==> src/rtl/serial_addsub_seq.sv <==
// Bit-serial add/subtract engine: one full-adder cell sequenced over WIDTH cycles, ALU-style N/Z/V/C flags.
// Optional abort input enabled by defining SERIAL_ADDSUB_ABORT_EN.
module serial_addsub_seq #(
    parameter int WIDTH = 64
) (
    input  logic             clk,
    input  logic             reset,
    input  logic             start,
    input  logic             op_sub,
    input  logic [WIDTH-1:0] a,
    input  logic [WIDTH-1:0] b,
`ifdef SERIAL_ADDSUB_ABORT_EN
    input  logic             abort,
`endif
    output logic             busy,
    output logic             done,
    output logic [WIDTH-1:0] result,
    output logic             negative,
    output logic             zero,
    output logic             overflow,
    output logic             carry_out
);

    localparam int CNT_W = $clog2(WIDTH);
    localparam logic [CNT_W-1:0] LAST_BIT = CNT_W'(WIDTH - 1);
    localparam logic [CNT_W-1:0] MSB_CIN  = CNT_W'(WIDTH - 2);

    typedef enum logic [1:0] {
        IDLE = 2'd0,
        RUN  = 2'd1,
        DONE = 2'd2
    } state_t;

    // The shared 1-bit cell: s0 inverts B so subtraction is A + ~B + 1 with cin seeded to 1.
    function automatic logic [1:0] full_adder(input logic fa_a, input logic fa_b,
                                              input logic fa_cin, input logic fa_s0);
        logic bx;
        bx = fa_b ^ fa_s0;
        return {(fa_a & bx) | (fa_cin & (fa_a ^ bx)), fa_a ^ bx ^ fa_cin};
    endfunction

    state_t           state_q, state_d;
    logic [CNT_W-1:0] cnt_q, cnt_d;
    logic             carry_q, carry_d;
    logic             cmsb_q, cmsb_d;
    logic             sub_q, sub_d;
    logic [WIDTH-1:0] result_q, result_d;
    logic             neg_q, neg_d;
    logic             zero_q, zero_d;
    logic             ovf_q, ovf_d;
    logic             cout_q, cout_d;

    logic [WIDTH-1:0] a_sh_q, b_sh_q;
    logic [WIDTH-2:0] res_sh_q;
    logic             load, shift;

    logic [1:0]       fa_out;
    logic             fa_sum, fa_cout;
    logic [WIDTH-1:0] res_word;
    logic             abort_run;

    always_comb begin
        fa_out   = full_adder(a_sh_q[0], b_sh_q[0], carry_q, sub_q);
        fa_sum   = fa_out[0];
        fa_cout  = fa_out[1];
        res_word = {fa_sum, res_sh_q};
`ifdef SERIAL_ADDSUB_ABORT_EN
        abort_run = abort;
`else
        abort_run = 1'b0;
`endif
    end

    always_comb begin
        state_d  = state_q;
        cnt_d    = cnt_q;
        carry_d  = carry_q;
        cmsb_d   = cmsb_q;
        sub_d    = sub_q;
        result_d = result_q;
        neg_d    = neg_q;
        zero_d   = zero_q;
        ovf_d    = ovf_q;
        cout_d   = cout_q;
        load     = 1'b0;
        shift    = 1'b0;
        case (state_q)
            IDLE: begin
                if (start) begin
                    load    = 1'b1;
                    sub_d   = op_sub;
                    carry_d = op_sub;
                    cnt_d   = '0;
                    state_d = RUN;
                end
            end
            RUN: begin
                if (abort_run) begin
                    cnt_d   = '0;
                    state_d = IDLE;
                end else begin
                    shift   = 1'b1;
                    carry_d = fa_cout;
                    cnt_d   = cnt_q + CNT_W'(1);
                    if (cnt_q == MSB_CIN) begin
                        cmsb_d = fa_cout;
                    end
                    // Final bit: publish result and flags together so an abort never exposes a partial word.
                    if (cnt_q == LAST_BIT) begin
                        cnt_d    = '0;
                        state_d  = DONE;
                        result_d = res_word;
                        neg_d    = res_word[WIDTH-1];
                        zero_d   = (res_word == '0);
                        ovf_d    = cmsb_q ^ fa_cout;
                        cout_d   = fa_cout;
                    end
                end
            end
            DONE:    state_d = IDLE;
            default: state_d = IDLE;
        endcase
    end

    always_ff @(posedge clk or negedge reset) begin
        if (!reset) begin
            state_q  <= IDLE;
            cnt_q    <= '0;
            carry_q  <= 1'b0;
            cmsb_q   <= 1'b0;
            sub_q    <= 1'b0;
            result_q <= '0;
            neg_q    <= 1'b0;
            zero_q   <= 1'b0;
            ovf_q    <= 1'b0;
            cout_q   <= 1'b0;
        end else begin
            state_q  <= state_d;
            cnt_q    <= cnt_d;
            carry_q  <= carry_d;
            cmsb_q   <= cmsb_d;
            sub_q    <= sub_d;
            result_q <= result_d;
            neg_q    <= neg_d;
            zero_q   <= zero_d;
            ovf_q    <= ovf_d;
            cout_q   <= cout_d;
        end
    end

    always_ff @(posedge clk) begin
        if (load) begin
            a_sh_q <= a;
            b_sh_q <= b;
        end else if (shift) begin
            a_sh_q   <= a_sh_q >> 1;
            b_sh_q   <= b_sh_q >> 1;
            res_sh_q <= res_word[WIDTH-1:1];
        end
    end

    assign busy      = (state_q != IDLE);
    assign done      = (state_q == DONE);
    assign result    = result_q;
    assign negative  = neg_q;
    assign zero      = zero_q;
    assign overflow  = ovf_q;
    assign carry_out = cout_q;

endmodule

==> config.mk <==
export PLATFORM = sky130hd
export DESIGN_NAME = serial_addsub_seq
export DESIGN_NICKNAME = d
export VERILOG_FILES = /design/src/rtl/serial_addsub_seq.sv
export SDC_FILE = /design/constraint.sdc
export NUM_CORES = 1
export LEC_CHECK = 0
export BUFFER_PORTS_ARGS = -buffer_cell sky130_fd_sc_hd__buf_4
export CAP_MARGIN = 30
export CORE_MARGIN = 3
export CORE_UTILIZATION = 59
export CTS_CLUSTER_DIAMETER = 60
export DETAILED_ROUTE_END_ITERATION = 8
export HOLD_SLACK_MARGIN = 0.15
export PLACE_DENSITY = 0.84
export SLEW_MARGIN = 20
export SYNTH_ARGS = -nofsm -noshare
export SYNTH_HDL_FRONTEND = slang
export SYNTH_SLANG_ARGS = --single-unit
export TNS_END_PERCENT = 20
==> constraint.sdc <==
create_clock -name clk -period 8.4 [get_ports clk]
set_input_delay 0 -clock clk [delete_from_list [all_inputs] [get_ports clk]]
set_output_delay 0 -clock clk [all_outputs]
set_load 0.01 [all_outputs]
==> flow_metrics.py <==
metrics = {
    "run_status": {
        "status": "finished clean",
    },
    "clock_tree": {
        "cts_tree": "done",
        "cts_made_buffers": 27,
        "cts_max_level": 1,
        "ctsHoldBuffers": 130,
        "insertion_delay_ns": 0.53,
        "cts_buffer_depth": 3,
        "ctsResizeCount": 0,
        "post_cts_buffers": 0,
        "cts_sinks": 269,
        "cts_root_buf": "clkbuf_16",
        "clk_pin_slew_ns": 0.06,
    },
    "worst_setup_path": {
        "crit_type": "reg -> reg",
        "start_kind": "flop",
        "r2r_cells": 7,
        "critPathCaptureType": "flop",
        "timing.rr.start": "state_q[1]",
        "path_cells": "nand2b_1 > inv_2 > buf_4 > nor2_1 > inv_4 > buf_4 > buf_16",
        "cp_common_cell": "buf_4",
        "critPathMaxStageDelay_ns": 0.65,
        "worstPathRequired_ns": 8.60,
        "reg2reg_to": "b_sh_q[51]",
        "critPathMaxFanout": 71,
        "r2r_slack_ns": 5.04,
        "slowest_stage": "buf_4",
        "cp.arrival_ns": 3.56,
    },
    "global_routing": {
        "grt_pass1_wl_mm": 40.3,
        "grt_pass1_vias": 7277,
        "gr-usage-met1_pct": 34.5,
        "grt_max_degree": 79,
        "gr-total-overflow": 0,
        "grt_usage_pct": 26.4,
        "antenna_found_initial": 2,
        "gr-usage-met2_pct": 46.0,
        "top_usage_layer": "met2",
        "met3_usage_pct": 5.26,
    },
    "timing": {
        "finalClockSkew_ns": 0.0122,
        "tightestPinTransition_ns": 0.867,
        "layout_setup_ws_ns": 5.04,
        "slew_viol_final": 0,
        "fin_setup_tns_ns": 0,
        "finalCritPeriodShare_pct": 40.0,
        "rsz0062_at_grt": "no",
        "fmax_ghz": 0.297,
        "slew_headroom_pct": 42.2,
        "finalHoldViolations": 0,
        "setup_viol": 0,
        "min_period_ns": 3.36,
    },
    "synth": {
        "synth_edf_count": 191,
        "synth_top_area_cell": "edfxtp_1",
        "netlist.area_leader.share_pct": 54.5,
        "syn_area_per_cell_um2": 15.1,
        "synth_seq_area_share_pct": 73.0,
        "netlist_area_um2": 10500,
        "syn_inst": 697,
        "async_flop_share_pct": 29.0,
        "synthesis.nets": 832,
        "synthTopCellsByArea": "edfxtp_1 (55%), dfrtp_1 (19%), mux2_2 (13%), nand2_1 (7.1%), buf_2 (1.0%)",
        "ys.flop_type": "edfxtp_1",
        "ys_seq_elements": 269,
        "synthesis.yosys.warnings": 0,
        "ys_types": 37,
    },
    "drt": {
        "drt-initial-drc-count": 551,
        "drcViolationCount": 0,
        "drt-wirelength-per-cell_um": 20.2,
        "vias_per_cell": 5.44,
        "drtPass1Iterations": 5,
        "ant_nets": 0,
        "wl_mm": 25.9,
        "vias": 6969,
    },
    "final_layout": {
        "fin_util_pct": 82.8,
        "layout_common_cells": "buf_4 (206), nand2_1 (200), edfxtp_1 (191)",
        "final_nets": 1170,
        "synthToLayoutAreaGrowth_pct": 36.6,
        "drive_gt1_share_pct": 35.8,
        "final_common_cell": "buf_4",
    },
    "floorplanning": {
        "initial_utilization_pct": 60.6,
        "fp.dieH_um": 140,
        "ioPinCount": 202,
        "num_rows": 48,
        "die_w_um": 140,
        "die-area_um2": 19500,
        "design.core.area_um2": 17400,
    },
    "power": {
        "totalPowerFinal_mw": 3.81,
        "ir_drop_v": 0.000214,
        "p_leak_nw": 6.17,
        "power_density_nw_per_um2": 265,
    },
    "placement": {
        "port_buffers": 201,
        "pre_cts_slack_ns": 5.03,
        "gp_congestion": 0.779,
        "dpl.hpwl_mm": 13.8,
    },
    "run": {
        "cap_viol_max_count": 0,
    },
    "worst_hold_path": {
        "min_path_type": "in -> reg",
        "worstHoldStart": "op_sub",
        "hold_end": "carry_q",
        "hold_path_depth": 4,
    },
}
==> per-stage QoR <==
stage	cells	hold WS [ns]	cell area, um^2
2_1_floorplan	697	-0.296	10500
3_3_place_gp	1097	0.216	12200
3_5_place_dp	1099	0.228	12200
4_1_cts	1277	0.227	14300
5_1_grt	1281	0.306	14400
6_report	1281	0.285	14400
==> layer usage <==
metal / vias up / share of wire (%)
li1: 3173 / -
met1: 3447 / 39
met2: 298 / 52
met3: 51 / 6.5
met4: 0 / 2.5
met5: - / 0
==> report_power, final <==
group | internal, mW | leakage, nW | switching, mW | total (mW)
combinational | 0.323 | 2.76 | 0.231 | 0.554
clock | 0.663 | 0.400 | 0.495 | 1.16
sequential | 1.89 | 3.00 | 0.204 | 2.10
==> area by class of cell <==
cell class	instances	area, um^2
clock inverter	11	110
multi-input combinational	389	2590
timing repair buffer	340	2930
clock buffer	37	723
fill	818	2980
antenna	2	5.00
inverter	8	45.0
tap	225	282
sequential	269	7690
==> worst max path at each step <==
| stage | start | to | slack [ns] | cells past startpoint |
|---|---|---|---|---|
| 6_report | state_q[1] | b_sh_q[51] | 5.04 | 7 |
| 2_1_floorplan | state_q[1] | carry_q | 3.38 | 6 |
| 3_3_place_gp | state_q[1] | b_sh_q[33] | 4.90 | 6 |
| 5_1_grt | state_q[1] | b_sh_q[43] | 4.78 | 7 |
| 4_1_cts | state_q[1] | b_sh_q[34] | 5.02 | 7 |
| 3_5_place_dp | state_q[1] | b_sh_q[49] | 5.03 | 7 |
==> sequential cells by signal (all words and copies together), names as in the netlist <==
signal	count
a_sh_q	64
b_sh_q	64
result	64
res_sh_q	63
cnt_q	6
state_q	2
carry_out	1
carry_q	1
cmsb_q	1
overflow	1
sub_q	1
zero	1
==> cells in the mapped netlist (3+ instances only) <==
cell / n
edfxtp_1: 191
nand4_1: 5
o21ai_0: 7
inv_1: 6
o21ai_1: 4
dfrtp_1: 78
nor4_1: 15
buf_2: 22
nand2_1: 200
nor2_1: 3
buf_6: 8
and2_1: 3
mux2_2: 126
==> kinds of logic (layout without fill, tap and decap cells) <==
family	Yosys count	count (layout)	share of synthesized area, %
buffers and inverters	39	396	2.38
XOR/XNOR	2	2	0.166
multiplexers	127	127	13.6
AO/OA/AOI/OAI	20	20	1.12
flip-flops	269	269	73.0
AND/OR/NAND/NOR	237	237	9.29
adder cells (fa/ha/maj)	3	3	0.428
other	0	2	0
==> critical path, delay by kind of cell (launching register included) <==
family                 cells  cell delay, ns
DFF                        1            0.40
buffers and inverters      5            2.02
and+or+nand+nor            2            0.55
Note: power is estimated with default switching activity, not from simulation.
